<file path="config.mk">
export PLATFORM = sky130hd
export DESIGN_NAME = rbm_argmax_classifier
export DESIGN_NICKNAME = d
export VERILOG_FILES = /design/src/rtl/rbm_argmax_classifier_pkg.sv /design/src/rtl/rbm_argmax_classifier_signed_max_cell.sv /design/src/rtl/rbm_argmax_classifier.sv
export SDC_FILE = /design/constraint.sdc
export NUM_CORES = 1
export LEC_CHECK = 0
export CAP_MARGIN = 20
export CORE_ASPECT_RATIO = 2
export CORE_MARGIN = 2
export CORE_UTILIZATION = 45
export CTS_BUF_LIST = sky130_fd_sc_hd__clkbuf_16
export CTS_CLUSTER_DIAMETER = 100
export DETAILED_ROUTE_END_ITERATION = 10
export PLACE_DENSITY = 0.73
export SLEW_MARGIN = 20
export SYNTH_ARGS = -nofsm -noshare
export SYNTH_HDL_FRONTEND = slang
export SYNTH_SLANG_ARGS = --single-unit
</file>
<file path="constraint.sdc">
create_clock -name clock -period 4.8 [get_ports clock]
set_input_delay 0.72 -clock clock [delete_from_list [all_inputs] [get_ports clock]]
set_output_delay 0.72 -clock clock [all_outputs]
set_load 0.005 [all_outputs]
</file>
<file path="src/rtl/rbm_argmax_classifier_pkg.sv">
// Shared definitions for the RBM argmax classifier.
//   state_t : scan controller states. The encodings are fixed because the
//             state is visible to debug logic in the surrounding RBM top.
package rbm_argmax_classifier_pkg;

  typedef enum logic [1:0] {
    state_idle = 2'd0,
    state_scan = 2'd1,
    state_done = 2'd2
  } state_t;

endpackage

</file>
<file path="src/rtl/rbm_argmax_classifier_signed_max_cell.sv">
// rbm_signed_max_cell
// Purpose: the single comparator of the classifier. It compares a candidate
// score against the current best score as two's complement values. On a tie
// the incumbent is kept, so the lowest index wins the scan.
// Ports:
//   cand_val  in   bitlength    candidate score (signed)
//   cand_idx  in   index_width  candidate class index
//   best_val  in   bitlength    current best score (signed)
//   best_idx  in   index_width  current best class index
//   greater   out  1            candidate strictly greater than best
//   sel_val   out  bitlength    winner of the pair
//   sel_idx   out  index_width  index of the winner
module rbm_signed_max_cell #(
  parameter int bitlength   = 12,
  parameter int index_width = 4
) (
  input  logic signed [bitlength-1:0]   cand_val,
  input  logic        [index_width-1:0] cand_idx,
  input  logic signed [bitlength-1:0]   best_val,
  input  logic        [index_width-1:0] best_idx,
  output logic                          greater,
  output logic signed [bitlength-1:0]   sel_val,
  output logic        [index_width-1:0] sel_idx
);

  always_comb begin
    greater = (cand_val > best_val);
    sel_val = greater ? cand_val : best_val;
    sel_idx = greater ? cand_idx : best_idx;
  end

endmodule

</file>
<file path="src/rtl/rbm_argmax_classifier.sv">
// rbm_argmax_classifier
// Purpose: downstream stage of the two-layer RBM top. On the rising edge of
// score_done it snapshots the per-class score vector, scans it one class per
// clock through a single signed comparator, and presents the winning class
// index and score over a valid/ready handshake.
// Ports:
//   clock         in   1                      clock, all state on posedge
//   reset         in   1                      asynchronous, active-high
//   score_done    in   1                      level "scores final" flag
//   Scores        in   output_dim*bitlength   packed signed scores, element g at [g*bitlength +: bitlength]
//   class_index   out  index_width            winning class
//   class_score   out  bitlength              signed score of winning class
//   result_valid  out  1                      result held stable while high
//   result_ready  in   1                      result accepted on valid && ready
//   busy          out  1                      high while scanning
module rbm_argmax_classifier
  import rbm_argmax_classifier_pkg::*;
#(
  parameter int bitlength   = 12,
  parameter int output_dim  = 10,
  parameter int index_width = 4
) (
  input  logic                             clock,
  input  logic                             reset,
  input  logic                             score_done,
  input  logic [output_dim*bitlength-1:0]  Scores,
  output logic [index_width-1:0]           class_index,
  output logic signed [bitlength-1:0]      class_score,
  output logic                             result_valid,
  input  logic                             result_ready,
  output logic                             busy
);

  localparam logic [index_width-1:0] last_index = index_width'(output_dim - 1);

  state_t                           state;
  logic [output_dim*bitlength-1:0]  snapshot;
  logic [index_width-1:0]           counter;
  logic [index_width-1:0]           best_idx;
  logic signed [bitlength-1:0]      best_val;
  logic signed [bitlength-1:0]      cand_val;
  logic                             score_done_q;
  logic                             start;
  logic                             greater;
  logic signed [bitlength-1:0]      sel_val;
  logic [index_width-1:0]           sel_idx;

  // The history flop resets to 1 so a flag already high when reset is
  // released is not mistaken for a fresh start.
  assign start    = score_done && !score_done_q;
  assign cand_val = snapshot[counter*bitlength +: bitlength];

  rbm_signed_max_cell #(
    .bitlength   (bitlength),
    .index_width (index_width)
  ) u_max_cell (
    .cand_val (cand_val),
    .cand_idx (counter),
    .best_val (best_val),
    .best_idx (best_idx),
    .greater  (greater),
    .sel_val  (sel_val),
    .sel_idx  (sel_idx)
  );

  always_ff @(posedge clock or posedge reset) begin
    if (reset) begin
      state        <= state_idle;
      snapshot     <= '0;
      counter      <= '0;
      best_idx     <= '0;
      best_val     <= '0;
      score_done_q <= 1'b1;
      class_index  <= '0;
      class_score  <= '0;
      result_valid <= 1'b0;
      busy         <= 1'b0;
    end else begin
      score_done_q <= score_done;
      case (state)
        state_idle: begin
          if (start) begin
            // Scan works from a private copy so the top may keep updating
            // Scores without disturbing the result.
            snapshot <= Scores;
            best_idx <= '0;
            best_val <= Scores[bitlength-1:0];
            counter  <= index_width'(1);
            if (output_dim == 1) begin
              class_index  <= '0;
              class_score  <= Scores[bitlength-1:0];
              result_valid <= 1'b1;
              state        <= state_done;
            end else begin
              busy  <= 1'b1;
              state <= state_scan;
            end
          end
        end
        state_scan: begin
          if (greater) begin
            best_idx <= sel_idx;
            best_val <= sel_val;
          end
          counter <= counter + 1'b1;
          if (counter == last_index) begin
            // sel_* already folds in the last element, so it is the final winner.
            class_index  <= sel_idx;
            class_score  <= sel_val;
            result_valid <= 1'b1;
            busy         <= 1'b0;
            state        <= state_done;
          end
        end
        state_done: begin
          if (result_ready) begin
            result_valid <= 1'b0;
            state        <= state_idle;
          end
        end
        default: begin
          busy         <= 1'b0;
          result_valid <= 1'b0;
          state        <= state_idle;
        end
      endcase
    end
  end

endmodule

</file>
==> results of run 1 <==
logic make-up after synthesis:
| group | Yosys count |
|---|---|
| AOI/OAI and AO/OA | 75 |
| xor gates and xnor gates | 2 |
| adders and majority gates | 14 |
| buffers and inverters | 75 |
| DFF | 161 |
| muxes | 40 |
| and+or+nand+nor | 444 |
state kept, by name (all words and copies together) (netlist names):
name          flops
snapshot        120
busy              1
state             2
counter           4
best_idx          4
result_valid      1
score_done_q      1
class_score      12
class_index       4
best_val         12
worst min-delay path, cell delays in order, from the launching register on:
cell and delay [ns]:
dfrtp_1 0.34, nand2_1 0.05, nand2_1 0.05
power by group:
group | switching [mW] | internal, mW | total, mW
clock | 0.570 | 0.665 | 1.24
sequential | 0.451 | 2.00 | 2.45
combinational | 1.63 | 1.34 | 2.97
total | 2.65 | 4.00 | 6.65
layer usage:
layer | global-route usage, % | vias up
met3 | 3.23 | 61
met4 | 14.7 | 0
li1 | - | 2906
met2 | 40.1 | 213
met1 | 28.3 | 2935
met5 | 0 | -
path summary, 6_finish.rpt:
path                       cells after the start           end  slack [ns]
setup / recovery                              10  best_val[10]        0.59
hold / removal                                 2  snapshot[81]        0.48
setup reg to reg                              10  best_val[10]        0.59
hold reg to reg                                2  snapshot[81]        0.48
max in group asynchronous                      3    counter[0]        3.20
min in group asynchronous                      3  snapshot[58]        0.88
metrics by stage:
| step | worst slack (ns) | util (%) | hold slack, ns |
|---|---|---|---|
| 4_1_cts | 0.563 | 59.4 | 0.478 |
| 3_5_place_dp | 0.622 | 56.1 | 0.462 |
| 3_3_place_gp | 0.509 | 56.1 | 0.454 |
| 2_1_floorplan | 1.00 | - | 0.440 |
| 5_1_grt | 0.282 | 59.4 | 0.486 |
| 6_report | 0.587 | 59.4 | 0.475 |
layout make-up:
type | instances | area, um2 | area share [%]
clock buffer | 17 | 425 | 4.40
timing repair buffer | 156 | 1540 | 15.9
multi-input combinational | 575 | 3210 | 33.2
tap | 204 | 255 | 2.64
sequential | 161 | 4030 | 41.7
clock inverter | 15 | 111 | 1.15
inverter | 25 | 97.6 | 1.01
synth_stat cells (all sizes together), types with 3 or more instances:
library cell    n
inv            25
o311ai         10
ha             14
nand2b          3
o21a            3
nor2           22
nand3          18
clkbuf         39
mux2i          16
dfrtp         160
buf            11
nor2b           5
a221oi         12
a22oi          12
mux4           24
o21ai          25
nand2         387
a21oi           7
==> run metrics, run 1 <==
LEAKAGE 4.66 nW; Slew headroom 29.2%; all-layer global routing usage a little under a quarter; Tightest Pin Transition 1.06 ns; Min-Delay Path Class flip-flop to flip-flop; critical path endpoint category flip-flop; fin cells roughly 1200; placed cell count 1121; max layer used met4; cells after synthesis 811; Critical path origin counter[0]; crit path cell chain mux4_2, a22oi_1, o21ai_0, ha_1, nand4_1, or3_1, o221ai_2, mux2i_2, and2_1, a221oi_1; final instance area 9660 um2; wire length on met1 between 7000 and 8000 um; first-pass GRT wire length 32100 um; Skew-Pair Late Insertion Delay 0.43 ns; met2 WL roughly 11000 um; PortBufs 141; starting density of the core 46.2%; TritonCTS clock tree built; hold_buf cts 0; drt wl/cell between 15 and 20 um; status finished clean; FF-to-FF Start counter[0]; share of cells above drive strength 1 8.75%; largest family of logic cells by synthesized area simple AND/OR/NAND/NOR gates; Area after DPL 9130 um2; post-synthesis simple-gate area fraction a little under a quarter; WS Path Type flip-flop to flip-flop; mux share of post-synthesis cell area 9.33%; Pins Over Slew Limit 0; Ant. Diodes 0; post-DR vias/cell 5.30; CTS resizes 0; Synth Flop Type dfrtp_1; Clock Path Buffers 2; period utilisation layout 87.8%; die width approximately 95 um; Crit path max-delay family simple AND/OR/NAND/NOR gates; Met3 Wirelength approximately 850 um; post-synthesis adder-cell area fraction around 2.3%; Yosys top cell by area dfrtp_1; # nets final 1074; library cells used by synthesis 35; Pwr Density 688 nW/um2; critical-path maximum fanout 17; CP required 5.05 ns; buffers plus inverters on the worst setup path 0; Crit-path slowest cell dfrtp_2; antenna violations before repair 0; number of global-route vias before repair ~6300; Synth area leaders dfrtp_1 53%, nand2_1 19%, mux4_2 7.2%; DRC violations left 0; Clock Skew between 0.01 and 0.015 ns; Final setup viols 0; RSZ-0062 raised after global routing false; site row count 66; crit start category flip-flop; asr flop ratio synth 100%; min cycle time layout 4.21 ns; endpoints failing hold 0; CTS root buf clkbuf_16; Synth Area in Compound Gates 7.36%; cts bufs inserted 17; most frequent cells in the layout 387 x nand2_1, 159 x dfrtp_1, 141 x clkdlybuf4s50_1, 25 x inv_1, 25 x o21ai_0; Pre-Repair DR Iteration Count 5; Clock Pin Slew Worst Setup and Hold Paths 0.07 ns; DRT iter0 DRCs slightly above 400; Post-synth EDFFs 0; Vias 6115; DIE HEIGHT 187 um; CTS H-tree lvls 4; drt total wl 20200 um; flops & latches, synth around 160; post-synthesis sequential area ratio 53.7%; Synth Area in XOR/XNOR 0.233%; Avg Cell Area, Syn 9.26 um2; synthesis warning total 0; peak supply drop ~430 uV; Max-cap violations 0; CP max stage delay 0.70 ns; HP Start snapshot[81]; top cell type's share of synthesized area 53.3%; Mapped Nets 949; num ports 142; setup TNS 0 ns; Filler Cells Inserted ~1400; GR Overflow Total 0; post-DP HPWL 14700 um; antenna viol nets, final 0; # Post-CTS Setup Buffers 0; Area Growth Syn to Fin 28.7%; gp weighted congestion between 0.9 and 1; CTS Sinks around 160; core box area 16300 um2; die area 17800 um2; Max Freq 237 MHz; commonest non-fill, non-tap cell in the layout nand2_1; Synth Cell Area around 7500 um2; Worst Path Arrival between 4 and 5 ns; largest net degree at the start of global routing 162; Tot Pwr 6.65 mW
(Power assumes the default switching activity.)
==> run 2: changes to the inputs <==
Clock period 4.8 ns to 3.85 ns, I/O delays scaled along.
==> run metrics, run 2 (same netlist as run 1, synthesis figures left out) <==
endpoints failing hold 0 (unchanged); Pwr Density 936 nW/um2 (+36%); share of cells above drive strength 1 11.5% (+2.8 points); antenna viol nets, final 0 (unchanged); CTS H-tree lvls 4 (unchanged); largest net degree at the start of global routing 81 (-50%); PortBufs 141 (unchanged); FF-to-FF Start counter[0]; GR Overflow Total 0 (unchanged); Hold EP class_score[5]; Ant. Diodes 0 (unchanged); TritonCTS clock tree built; number of global-route vias before repair 6297 (+0.69%); CTS root buf clkbuf_16; Register-to-Register Path Depth 13 (+3); Clock Pin Slew Worst Setup and Hold Paths 0.07 ns (about the same); Clock Path Buffers 2 (unchanged); Pins Over Slew Limit 0 (unchanged); utilization after layout 62.0% (+2.6 points); first-pass GRT wire length 33000 um (+2.6%); site row count 66 (unchanged); Biggest register snapshot; r2r setup slk 0.16 ns (-0.42 ns); FF-to-FF End class_index[1]; hold path depth 2 (unchanged); max reg flops 120 (unchanged); dpl ws 0.0473 ns (-0.574 ns); Final setup viols 0 (unchanged); Slew headroom 47.3% (+18 points); DIE HEIGHT 187 um (unchanged); HP Start class_score[5]; hold_buf cts 0 (unchanged); CTS Sinks 161 (unchanged); critical-path maximum fanout 16 (-1); num ports 142 (unchanged); drt wl/cell 18.0 um (+3.1%); gp weighted congestion 0.923 (about the same); critical path endpoint category flip-flop; commonest non-fill, non-tap cell in the layout nand2_1; post-DP HPWL 15800 um (+7.1%); most frequent cells in the layout 387 x nand2_1, 159 x dfrtp_1, 141 x clkdlybuf4s50_1, 31 x buf_4, 25 x inv_1; post-DR vias/cell 5.39 (+1.6%); antenna violations before repair 0 (unchanged); DRT iter0 DRCs 494 (+20%); core box area 16300 um2 (unchanged); Vias 6345 (+3.8%); period utilisation layout 95.8% (+8.0 points); crit start category flip-flop; Tightest Pin Transition 0.788 ns (-0.275 ns); DRC violations left 0 (unchanged); final worst slack 0.162 ns (-0.425 ns); LEAKAGE 4.88 nW (+4.9%); die area 17800 um2 (unchanged); # nets final 1101 (+2.5%); WS Path Type flip-flop to flip-flop; Min-Delay Path Class flip-flop to flip-flop; starting density of the core 46.2% (unchanged); cts bufs inserted 17 (unchanged); die width 95.3 um (unchanged); Worst Path Arrival 3.96 ns (-0.50 ns); Skew-Pair Late Insertion Delay 0.43 ns (about the same); CP required 4.13 ns (-0.92 ns); status finished clean; min cycle time layout 3.69 ns (-0.525 ns); hold_ws 0.475 ns (+0.000291 ns); setup TNS 0 ns (unchanged); Max-cap violations 0 (unchanged); peak supply drop 658 uV (+54%); top flop regs snapshot (120), best_val (12), class_score (12); Pre-Repair DR Iteration Count 5 (unchanged); all-layer global routing usage 24.7% (+0.76 points); Max Freq 271 MHz (+14%); Clock Skew 0.0140 ns (+0.00324 ns); drt total wl 21200 um (+5.3%); Area Growth Syn to Fin 34.4%
run 2: per-stage QoR:
| step | total power, mW | instance area [um2] | instances |
|---|---|---|---|
| global route | 10.0 | 10100 | 1178 |
| global placement | 7.11 | 9370 | 1144 |
| floorplan | 5.54 | 7510 | 811 |
| CTS | 9.07 | 9990 | 1174 |
| finish | 9.44 | 10100 | 1178 |
| detailed placement | 7.24 | 9380 | 1144 |
run 2: final cells by class:
type | count | area [um2]
Clock buffer | 17 | 425
Sequential cell | 161 | 4030
Clock inverter | 13 | 185
Multi-Input combinational cell | 575 | 3230
Tap cell | 204 | 255
Inverter | 25 | 97.6
Fill cell | 1347 | 6180
Timing Repair Buffer | 183 | 1870
run 2: worst max path at each step:
stage	slack, ns	start	depth (start not counted)	endpoint
after floorplan	0.05	counter[0]	13	class_score[5]
after global placement	-0.13	counter[0]	12	best_val[10]
after detailed placement	0.05	counter[0]	13	class_index[1]
after CTS	0.04	counter[0]	13	class_index[1]
after global routing	-0.02	counter[0]	13	class_index[1]
final	0.16	counter[0]	13	class_index[1]
run 2: repair_timing:
item / 4_1_cts / 5_1_grt
endpoints found under the setup margin: 0 / 17
setup buffers: 0 / 2
resized for setup: 0 / 10
run 2: worst max-delay path, cell delays in order, from the launching register on:
cell	delay (ns)
dfrtp_2	0.42
buf_12	0.18
mux4_2	0.55
a22oi_1	0.18
o21ai_1	0.12
ha_1	0.31
nand4_1	0.15
or3_4	0.43
o221ai_2	0.18
buf_4	0.16
mux2i_4	0.31
buf_12	0.19
mux2i_2	0.25
a21oi_1	0.10
run 2: power breakdown:
part           internal [mW]  switching, mW
combinational           2.29           2.31
sequential              2.49          0.560
clock                   1.08          0.702
run 2: routing by layer:
| layer | global-route usage (%) | routed length [um] | up-vias | part of all wire [%] |
|---|---|---|---|---|
| li1 | - | - | 2970 | - |
| met3 | 3.88 | 797 | 49 | 3.8 |
| met4 | 12.0 | 916 | 0 | 4.3 |
| met5 | 0 | 0 | - | 0 |
| met2 | 43.4 | 11800 | 211 | 55 |
| met1 | 28.3 | 7770 | 3115 | 37 |
